[config.mk]
export PLATFORM = sky130hd
export DESIGN_NAME = prng_word_gen
export DESIGN_NICKNAME = d
export VERILOG_FILES = /design/src/rtl/prng_pkg.sv /design/src/rtl/prng_lfsr_reg.sv /design/src/rtl/prng_word_gen.sv
export SDC_FILE = /design/constraint.sdc
export NUM_CORES = 1
export LEC_CHECK = 0
export ABC_CLOCK_PERIOD_IN_PS = 4100
export CAP_MARGIN = 20
export CORE_ASPECT_RATIO = 1.1
export CORE_MARGIN = 2
export CORE_UTILIZATION = 40
export CTS_CLUSTER_SIZE = 20
export DETAILED_ROUTE_END_ITERATION = 6
export PLACE_DENSITY = 0.7
export SLEW_MARGIN = 30
export SYNTH_ARGS = -nofsm -noshare
export SYNTH_HDL_FRONTEND = slang
export SYNTH_SLANG_ARGS = --single-unit
[constraint.sdc]
create_clock -name clock -period 4.1 [get_ports clock]
set_clock_uncertainty 0.05 [all_clocks]
set_input_delay 0.615 -clock clock [delete_from_list [all_inputs] [get_ports clock]]
set_output_delay 0.615 -clock clock [all_outputs]
set_load 0.03 [all_outputs]
[src/rtl/prng_pkg.sv]
// Shared types and default constants for the word-level PRNG.
// Holds the FSM state encoding plus the default feedback mask and seed.
package prng_pkg;

  typedef enum logic [1:0] {
    IDLE = 2'd0,
    GEN  = 2'd1,
    HOLD = 2'd2
  } state_e;

  localparam logic [15:0] PRNG_TAPS         = 16'hB400;
  localparam logic [15:0] PRNG_DEFAULT_SEED = 16'hACE1;

endpackage

[src/rtl/prng_lfsr_reg.sv]
// Galois LFSR register: loads a value, or shifts right one bit per step,
// XORing TAPS back in when the bit leaving position 0 is a one.
module prng_lfsr_reg
  import prng_pkg::*;
#(
  parameter int               WIDTH        = 16,
  parameter logic [WIDTH-1:0] TAPS         = WIDTH'(PRNG_TAPS),
  parameter logic [WIDTH-1:0] DEFAULT_SEED = WIDTH'(PRNG_DEFAULT_SEED)
) (
  input  logic             clock,
  input  logic             reset,
  input  logic             load,
  input  logic [WIDTH-1:0] load_value,
  input  logic             step,
  output logic             out_bit,
  output logic [WIDTH-1:0] state
);

  logic [WIDTH-1:0] lfsr_q;
  logic [WIDTH-1:0] lfsr_d;

  always_comb begin
    lfsr_d = lfsr_q;
    if (load) begin
      lfsr_d = load_value;
    end else if (step) begin
      lfsr_d = (lfsr_q >> 1) ^ (lfsr_q[0] ? TAPS : '0);
    end
  end

  always_ff @(posedge clock or posedge reset) begin
    if (reset) begin
      lfsr_q <= DEFAULT_SEED;
    end else begin
      lfsr_q <= lfsr_d;
    end
  end

  assign out_bit = lfsr_q[0];
  assign state   = lfsr_q;

endmodule

[src/rtl/prng_word_gen.sv]
// Seeded Galois-LFSR word generator with a valid/ready output port.
// Optional PRNG_ZERO_GUARD_EN: an all-zero seed loads DEFAULT_SEED instead.
module prng_word_gen
  import prng_pkg::*;
#(
  parameter int               WIDTH        = 16,
  parameter logic [WIDTH-1:0] TAPS         = WIDTH'(PRNG_TAPS),
  parameter logic [WIDTH-1:0] DEFAULT_SEED = WIDTH'(PRNG_DEFAULT_SEED),
  parameter int               OUT_WIDTH    = 8
) (
  input  logic                 clock,
  input  logic                 reset,
  input  logic                 seed_valid,
  input  logic [WIDTH-1:0]     seed,
  output logic                 seed_ready,
  input  logic                 start,
  input  logic                 stop,
  output logic                 rand_valid,
  input  logic                 rand_ready,
  output logic [OUT_WIDTH-1:0] rand_data,
  output logic                 busy,
  output logic [15:0]          word_count,
  output logic [WIDTH-1:0]     lfsr_state,
  output logic [1:0]           state_dbg
);

  localparam int               CNT_W    = (OUT_WIDTH > 2) ? $clog2(OUT_WIDTH) : 1;
  localparam logic [CNT_W-1:0] LAST_BIT = CNT_W'(OUT_WIDTH - 1);

  // Output port: rand_data is held stable while rand_valid is high; a word
  // transfers on any rising clock edge where rand_valid and rand_ready are both high.

  state_e               state_q, state_d;
  logic [CNT_W-1:0]     bit_cnt_q, bit_cnt_d;
  logic [OUT_WIDTH-2:0] acc_q, acc_d;
  logic [OUT_WIDTH-1:0] rand_data_q, rand_data_d;
  logic                 rand_valid_q, rand_valid_d;
  logic [15:0]          word_count_q, word_count_d;
  logic                 stop_pending_q, stop_pending_d;

  logic                 lfsr_load;
  logic                 lfsr_step;
  logic                 out_bit;
  logic [WIDTH-1:0]     load_value;
  logic [OUT_WIDTH-1:0] shifted;

`ifdef PRNG_ZERO_GUARD_EN
  assign load_value = (seed == '0) ? DEFAULT_SEED : seed;
`else
  assign load_value = seed;
`endif

  prng_lfsr_reg #(
    .WIDTH        (WIDTH),
    .TAPS         (TAPS),
    .DEFAULT_SEED (DEFAULT_SEED)
  ) u_lfsr (
    .clock      (clock),
    .reset      (reset),
    .load       (lfsr_load),
    .load_value (load_value),
    .step       (lfsr_step),
    .out_bit    (out_bit),
    .state      (lfsr_state)
  );

  // Top bit of the shifted accumulator is the oldest (first) bit of the word.
  assign shifted = {acc_q, out_bit};

  always_comb begin
    state_d        = state_q;
    bit_cnt_d      = bit_cnt_q;
    acc_d          = acc_q;
    rand_data_d    = rand_data_q;
    rand_valid_d   = rand_valid_q;
    word_count_d   = word_count_q;
    stop_pending_d = stop_pending_q;
    lfsr_load      = 1'b0;
    lfsr_step      = 1'b0;
    case (state_q)
      IDLE: begin
        stop_pending_d = 1'b0;
        if (seed_valid) begin
          lfsr_load    = 1'b1;
          word_count_d = '0;
        end
        if (start) begin
          state_d   = GEN;
          bit_cnt_d = '0;
        end
      end
      GEN: begin
        lfsr_step = 1'b1;
        acc_d     = shifted[OUT_WIDTH-2:0];
        bit_cnt_d = bit_cnt_q + 1'b1;
        if (stop) stop_pending_d = 1'b1;
        if (bit_cnt_q == LAST_BIT) begin
          rand_data_d  = shifted;
          rand_valid_d = 1'b1;
          bit_cnt_d    = '0;
          state_d      = HOLD;
        end
      end
      HOLD: begin
        if (stop) stop_pending_d = 1'b1;
        if (rand_valid_q && rand_ready) begin
          rand_valid_d = 1'b0;
          word_count_d = word_count_q + 16'd1;
          // A stop in the handshake cycle still ends generation here.
          if (stop_pending_q || stop) begin
            state_d        = IDLE;
            stop_pending_d = 1'b0;
          end else begin
            state_d = GEN;
          end
        end
      end
      default: state_d = IDLE;
    endcase
  end

  always_ff @(posedge clock or posedge reset) begin
    if (reset) begin
      state_q        <= IDLE;
      bit_cnt_q      <= '0;
      acc_q          <= '0;
      rand_data_q    <= '0;
      rand_valid_q   <= 1'b0;
      word_count_q   <= '0;
      stop_pending_q <= 1'b0;
    end else begin
      state_q        <= state_d;
      bit_cnt_q      <= bit_cnt_d;
      acc_q          <= acc_d;
      rand_data_q    <= rand_data_d;
      rand_valid_q   <= rand_valid_d;
      word_count_q   <= word_count_d;
      stop_pending_q <= stop_pending_d;
    end
  end

  assign seed_ready = (state_q == IDLE);
  assign busy       = (state_q != IDLE);
  assign rand_valid = rand_valid_q;
  assign rand_data  = rand_data_q;
  assign word_count = word_count_q;
  assign state_dbg  = state_q;

endmodule

After elaboration in Yosys (flattened, before gate mapping)
Cells that the tools add are included.
{"block": "word_totals", "reg_bits": 54, "output_inout_bits": 45, "wordCells": 56, "in_bits": 22}
{"block": "classes", "eq_ne": 7, "muxes": 24, "n_reduce_logical": 14, "bitwise_logic": 1, "add_sub_neg": 2}
{"operator": "16-bit two-way mux", "count": 5}
{"operator": "16-bit case mux with 2 select lines", "count": 1}
{"operator": "16-bit by 1-bit adder with 16-bit output (second input constant)", "count": 1}
{"operator": "15-bit by 16-bit XOR with 16-bit output", "count": 1}
{"operator": "2-bit nonzero test", "count": 5}
{"operator": "1-bit two-way mux", "count": 9}
{"operator": "3-bit AND reduction", "count": 3}
{"operator": "2-bit two-way mux", "count": 3}
{"operator": "3-bit two-way mux", "count": 2}
{"operator": "2-bit != test (second input constant)", "count": 3}
{"operator": "2-bit case mux with 3 select lines", "count": 1}
{"operator": "3-bit case mux with 2 select lines", "count": 1}
{"operator": "2-bit AND reduction", "count": 2}
{"operator": "3-bit by 1-bit adder with 3-bit output (second input constant)", "count": 1}
{"operator": "3-bit equality test (second input constant)", "count": 1}
{"operator": "1-bit case mux with 3 select lines", "count": 1}
{"operator": "3-bit nonzero test", "count": 1}
{"operator": "2-bit by 1-bit equality test with 1-bit output (second input constant)", "count": 1}
{"operator": "2-bit equality test (second input constant)", "count": 1}
{"operator": "2-bit zero test", "count": 1}
{"operator": "2-bit by 1-bit != test with 1-bit output (second input constant)", "count": 1}
{"operator": "1-bit case mux with 2 select lines", "count": 1}
{"operator": "1-bit logical AND", "count": 1}
{"operator": "1-bit logical OR", "count": 1}

Depth between registers and ports, before layout
Gate-level depths: netlist (run 1).
{"block": "depth", "depth_word": 4, "ltp_mapped": 7, "ltp_nobuf": 6}

By module
From an unflattened synthesis (run 1), not the netlist that was laid out.
{"block": "hier_totals", "hier_cells": 242, "hier_area_um2": 2621.3}
{"module": "prng_word_gen", "cells_each": 166, "instances": 1, "seq_area_each_um2": 950.9, "area_per_inst_um2": 1805.5}
{"module": "prng_lfsr_reg", "cells_each": 76, "instances": 1, "seq_area_each_um2": 410.4, "area_per_inst_um2": 815.8}

Worst setup path after synthesis (run 1)
Ideal clock, no wire load.
{"block": "synth_timing", "kind": "register to register", "startpoint": "register state_q[0] (netlist: state_dbg[0])", "endpoint": "register word_count_q[9] (netlist: word_count[9])", "setup_ns": 0.073, "t_arrival_ns": 2.100, "t_required_ns": 3.977, "path_buffers": 0, "path_stages_with_launch": 7, "period_less_slack_ns": 2.223, "slack_ns": 1.877, "cell_sequence": "dfrtp_1 > inv_1 > ha_1 > mux2_4 > nand2_4 > or4_4 > a21oi_2"}
{"block": "synth_via", "elab_chain_len": 3, "word_cells_on_any_way": 7, "cone_classes": "3 x eq/ne; 1 x mux; 3 x reduce/logical"}
{"element": "from (decl)", "line_no": "prng_word_gen.sv:33", "rtl": "state_e state_q, state_d;"}
{"element": "from (signal assigned)", "line_no": "prng_word_gen.sv:132", "rtl": "state_q <= state_d;"}
{"element": "2-bit zero test (*)"}
{"element": "named net seed_ready", "line_no": "prng_word_gen.sv:15", "rtl": "output logic seed_ready,"}
{"element": "2-bit != test (no source line) / 2-bit nonzero test (equally long branches)"}
{"element": "3-bit AND reduction (no source line)"}
{"element": "to (signal assigned)", "line_no": "prng_word_gen.sv:137", "rtl": "word_count_q <= word_count_d;"}
{"element": "to (decl)", "line_no": "prng_word_gen.sv:38", "rtl": "logic [15:0] word_count_q, word_count_d;"}
The timed path passes the listed nets; every way through them passes the cells marked *.
A chain may end at the register's enable or synchronous reset.

Worst setup path in the final report (run 1)
{"block": "layout_timing", "startpoint": "register state_q[1] (netlist: state_dbg[1])", "endpoint": "output port seed_ready"}
{"block": "layout_via", "elab_chain_len": 1}
{"element": "2-bit zero test", "line_no": "prng_word_gen.sv:142", "rtl": "assign seed_ready = (state_q == IDLE);"}
{"element": "to (decl)", "line_no": "prng_word_gen.sv:15"}
No other way between the ends.

==> results.yml, run 1 <==
worst_setup_path:
  start_kind: "flip-flop"
  required_ns: 3.43
  crit_path_max_fanout: 8
  setup.worst_path.class: "reg -> out"
  endpoint_kind: "primary output"
  cp.arrival_ns: 1.92
power:
  vdd_drop_max_uv: 385
  powerDensity_nw_per_um2: 645
  p_leak_nw: 1.45
  power_frac_seq_pct: 38.4
  internal-power_w: 0.00136
  swShare_pct: 38.9
  clock_power_share_pct: 15.9
  pwr-share-comb_pct: 45.7
  p_sw_w: 0.000865
timing:
  min_period_ns: 2.58
  tns_ns: 0
  worst_slew_pin_slew_ns: 0.646
  finalSetupViolCount: 0
  hold_viol: 0
  grt_setup_unrepaired: "no"
  slew_violations: 0
  fmax_ghz: 0.387
  slew_headroom_pct: 57.0
  timing.final.crit_share_pct: 62.9
die:
  die_h_um: 88.9
  die_area_um2: 7210
  row_count: 30
  start_util_pct: 41.8
  die_w_um: 81.2
  core-area_um2: 6270
  design.portCount: 67
logic_synthesis:
  yosysMostFrequentCell: "dfrtp_1"
  ys_seq_area_share_pct: 52.0
  synth_ff_type: "dfrtp_1"
  synth_edf_count: 0
  synth_largest_area_cell: "dfrtp_1"
  synthesis.area_um2: 2620
  synth_common_cells: "dfrtp_1 (46), o21ai_0 (30), nand2_1 (28)"
  ys_types: 39
  async_flop_share_pct: 100
  yosysWarningCount: 0
  syn-mean-instance-area_um2: 10.9
  synth_top_area_share_pct: 43.9
  synthCells: 241
  ys_ff_latch: 54
  synth_area_leaders: "dfrtp_1 (44%), dfstp_2 (8.0%), mux2_2 (6.4%)"
  syn-num-nets: 270
placement:
  placed_cell_area_um2: 3340
  gp_congestion: 0.748
  hpwl_um: 3800
  portBuffers: 66
  dp.cells: 378
clock_network:
  clock_sinks: 54
  numCtsBuffers: 5
  clock_path_buffers: 2
  post_cts_resized: 0
  path_clk_slew_ns: 0.10
  clkLatencyLatePin_ns: 0.30
  cts_setup_buffers: 0
  cts.hold.buffers_added: 0
  h-tree-depth: 2
  cts_tree: "built"
  clock-root-buffer: "clkbuf_8"
route:
  antenna_left: 0
  routed_wl_um: 5390
  drc: 0
  wl_per_cell_um: 14.0
  num_vias: 1974
  drt_pre_antenna_iters: 4
  drt_iter0_drc: 59
  viasPerCell: 5.11
grt:
  top_usage_layer: "met2"
  antenna_found_initial: 0
  first_global_vias: 1977
  use_met2_pct: 26.7
  grt_pass1_wl_um: 9000
  track_usage_pct: 16.1
  grt_overflow_total: 0
  grt_util_met1_pct: 20.3
  grt_use_met3_pct: 5.61
  grt_start_max_net_pins: 53
finish:
  syn_to_final_growth_pct: 31.8
  utilization_pct: 55.1
  instances_no_fill: 386
  final_nets: 334
  design_area_um2: 3450
  drive_gt1_share_pct: 13.7
  fill_cells: 563
  diodes: 0
flow_run:
  max_cap_violations: 0
outcome:
  status: "finished clean"
hold_path:
  hold_class: "reg -> reg"
## worst paths after layout
path | startpoint | endpoint | slack (ns) | cells past startpoint
worst min register to register | acc_q[6] | acc_q[6] | 0.46 | 1
worst max-delay path | state_dbg[1] | seed_ready | 1.52 | 3
worst max register to register | state_dbg[1] | word_count[2] | 1.79 | 5
worst min-delay path | acc_q[6] | acc_q[6] | 0.46 | 1
max in group asynchronous | reset | u_lfsr.state[7] | 2.70 | 3
min in group asynchronous | reset | word_count[13] | 0.70 | 2
## layout by cell type (no fill, tap or decap), types with 2 or more instances in the layout
cell and instances:
dfstp_2 8, nand4_1 4, clkdlybuf4s50_1 66, o31ai_1 2, xnor2_1 6, ha_1 7, a32o_1 3, nand4b_4 2
nor2_1 9, dfrtp_1 46, buf_4 2, xor2_1 2, a21oi_1 13, nand3_1 5, clkbuf_8 5, and2_1 2
mux2i_1 14, nand2b_1 3, a31oi_1 2, nand2_1 28, inv_1 7, o21ai_0 30, mux2_2 15, or3_1 7
## cells by family after synthesis
kind of cell / synth area share, %
buf+inv: 3.39
xor+xnor: 2.67
simple gates: 14.9
mux: 12.4
flops: 52.0
compound gates: 11.4
fa+ha+maj: 3.34
## power groups by stage
stage	Combinational [W]	Sequential [W]	Clock [W]
3_3_place_gp	0.00101	0.000862	0
3_5_place_dp	0.00103	0.000866	0
2_1_floorplan	0.000492	0.00104	0
5_1_grt	0.00111	0.000886	0.000385
6_report	0.00102	0.000855	0.000355
4_1_cts	0.00103	0.000858	0.000367
## layout make-up
type | instances | area (um^2) | area share, %
Clock buffer | 6 | 72.6 | 2.10
Clock inverter | 2 | 37.5 | 1.09
Inverter | 8 | 32.5 | 0.942
Multi-Input combinational cell | 168 | 1170 | 34.0
Sequential cell | 54 | 1360 | 39.4
Tap cell | 80 | 100 | 2.90
Timing Repair Buffer | 68 | 676 | 19.6
## routing by layer
layer  wire (um)  vias to the layer above
li1            -                      967
met1        2400                      942
met2        2560                       59
met3         387                        6
met4          48                        0
met5           0                        -
## registers in the layout, summed over array words and instances (netlist names)
register / count
rand_data: 8
rand_valid: 1
bit_cnt_q: 3
stop_pending_q: 1
state_dbg: 2
word_count: 16
acc_q: 7
u_lfsr.state: 16
## stage by stage
step | total power (W) | hold slack [ns] | setup slack (ns)
final | 0.00223 | 0.461 | 1.52
after detailed placement | 0.00189 | 0.446 | 1.27
after CTS | 0.00225 | 0.468 | 1.48
after global routing | 0.00238 | 0.489 | 1.40
after floorplan | 0.00154 | 0.420 | 1.88
after global placement | 0.00187 | 0.431 | 1.28
## critical path, stage by stage (launching register included)
cell and delay, ns:
dfrtp_1 0.44, inv_1 0.10, ha_1 0.34, clkdlybuf4s50_1 0.74
No activity file was read; power rests on OpenSTA's default activity.
==> run 2: changes to the inputs <==
ABC_CLOCK_PERIOD_IN_PS = 2200   (was 4100)
PLACE_DENSITY = 0.73   (was 0.7)
clock period = 2.2 ns   (was 4.1 ns; I/O delays follow)
==> run 2 against run 1 <==
Count of clock-buffer cells in the layout is 1 higher; worst hold slack worse by 0.12 ns; first-iteration DRC count grew 88%; wire length is 0.48% higher; non-clock buffer count increased by 4; die area did not move; worst setup slack worse by 1.3 ns; sequential power rose by 87%; total power grew 84%; sequential share of layout area down 0.18 points; largest cell class unchanged; highest routed layer unchanged.
==> results.yml, run 2 (synthesis gave the netlist of run 1 again) <==
finish:
  instances_no_fill: 390
  fill_cells: 570
  final_common_cell: "clkdlybuf4s50_1"
  final_cell_mix: "clkdlybuf4s50_1 (64), dfrtp_1 (46), o21ai_0 (30)"
  final_nets: 338
  diodes: 0
  design_area_um2: 3470
  utilization_pct: 55.3
  syn_to_final_growth_pct: 32.4
  drive_gt1_share_pct: 14.8
outcome:
  status: "finished clean"
hold_path:
  hold_class: "in -> async"
die:
  design.portCount: 67
  row_count: 30
  die_area_um2: 7210
  die_h_um: 88.9
  die_w_um: 81.2
  core-area_um2: 6270
  start_util_pct: 41.8
route:
  routed_wl_um: 5420
  drt_pre_antenna_iters: 4
  wl_per_cell_um: 13.9
  drt_iter0_drc: 111
  drc: 0
  antenna_left: 0
  viasPerCell: 5.17
  num_vias: 2015
grt:
  grt_overflow_total: 0
  grt_start_max_net_pins: 33
  track_usage_pct: 16.2
  first_global_vias: 2006
  antenna_found_initial: 0
  grt_pass1_wl_um: 9190
placement:
  placed_cell_area_um2: 3370
  gp_congestion: 0.853
  hpwl_um: 3890
  dp.cells: 382
  portBuffers: 66
timing:
  min_period_ns: 2.03
  finalSetupViolCount: 0
  grt_setup_unrepaired: "no"
  worst_slew_pin_slew_ns: 0.392
  tns_ns: 0
  timing.final.crit_share_pct: 92.2
  slew_violations: 0
  hold_viol: 0
  slew_headroom_pct: 73.9
  fmax_ghz: 0.493
worst_setup_path:
  cp.arrival_ns: 1.65
  start_kind: "flip-flop"
  crit_path_max_fanout: 8
  crit_buf_inv: 1
  crit_slowest_cell: "clkdlybuf4s50_1"
  critPathTopFamily: "buffers and inverters"
  setup.worst_path.class: "reg -> out"
  required_ns: 1.82
  endpoint_kind: "primary output"
  crit_path_cell_trace: "clkdlybuf4s50_1"
  crit_path_max_incr_delay_ns: 0.70
power:
  power_frac_seq_pct: 39.1
  pwr-share-comb_pct: 47.0
  internal-power_w: 0.00248
  total_power_w: 0.00410
  powerDensity_nw_per_um2: 1180
  clock_power_share_pct: 13.9
  vdd_drop_max_uv: 645
  p_leak_nw: 1.48
  swShare_pct: 39.6
  p_sw_w: 0.00162
clock_network:
  cts_tree: "built"
  clock_sinks: 54
  numCtsBuffers: 5
  clock_path_buffers: 2
  clkLatencyLatePin_ns: 0.30
  h-tree-depth: 2
  path_clk_slew_ns: 0.09
  clock-root-buffer: "clkbuf_8"
  cts_setup_buffers: 0
flow_run:
  max_cap_violations: 0
## run 2: path summary, 6_finish.rpt
path | start | depth (start not counted) | slack [ns] | to
max | u_lfsr.state[0] | 1 | 0.17 | lfsr_state[0]
min | reset | 3 | 0.34 | word_count[12]
max reg2reg | state_dbg[0] | 6 | 0.23 | word_count[15]
min reg2reg | bit_cnt_q[2] | 1 | 0.46 | bit_cnt_q[2]
max in group asynchronous | reset | 3 | 1.40 | u_lfsr.state[15]
min in group clock | bit_cnt_q[2] | 1 | 0.46 | bit_cnt_q[2]
## run 2: tightest hold or removal path, stage by stage
cell and delay, ns:
clkdlybuf4s50_1 0.42, inv_2 0.06, buf_4 0.29
## run 2: area by class of cell
| class | count | area (um^2) | area share, % |
|---|---|---|---|
| Tap cell | 80 | 100 | 2.89 |
| Sequential cell | 54 | 1360 | 39.2 |
| Clock inverter | 1 | 5.00 | 0.144 |
| Multi-Input combinational cell | 168 | 1180 | 34.0 |
| Inverter | 8 | 30.0 | 0.866 |
| Timing Repair Buffer | 72 | 707 | 20.4 |
| Clock buffer | 7 | 86.3 | 2.49 |
## run 2: through the flow
step / worst slack, ns / hold WS (ns)
3_3_place_gp: 0.218 / 0.427
3_5_place_dp: 0.154 / 0.441
6_report: 0.171 / 0.343
2_1_floorplan: 0.115 / 0.386
4_1_cts: 0.00229 / 0.348
5_1_grt: 0.0696 / 0.359
## run 2: timing repair
item	4_1_cts	5_1_grt
pin swaps	0	0
resized for setup	1	2
endpoints found under the setup margin	1	2
hold buffers	0	0
## run 2: power groups by stage
stage / clock [W] / sequential, W / combinational, W
6_report: 0.000572 / 0.00160 / 0.00193
5_1_grt: 0.000633 / 0.00165 / 0.00209
4_1_cts: 0.000595 / 0.00161 / 0.00195
3_5_place_dp: 0 / 0.00162 / 0.00196
3_3_place_gp: 0 / 0.00160 / 0.00193
2_1_floorplan: 0 / 0.00194 / 0.000922
## run 2: metal layers
| metal | up-vias | track usage (%) | share of wire (%) |
|---|---|---|---|
| met5 | - | 0 | 0 |
| met4 | 0 | 5.24 | 0.92 |
| met3 | 7 | 4.59 | 6.7 |
| met2 | 62 | 27.0 | 47 |
| met1 | 964 | 20.3 | 46 |
| li1 | 982 | - | - |
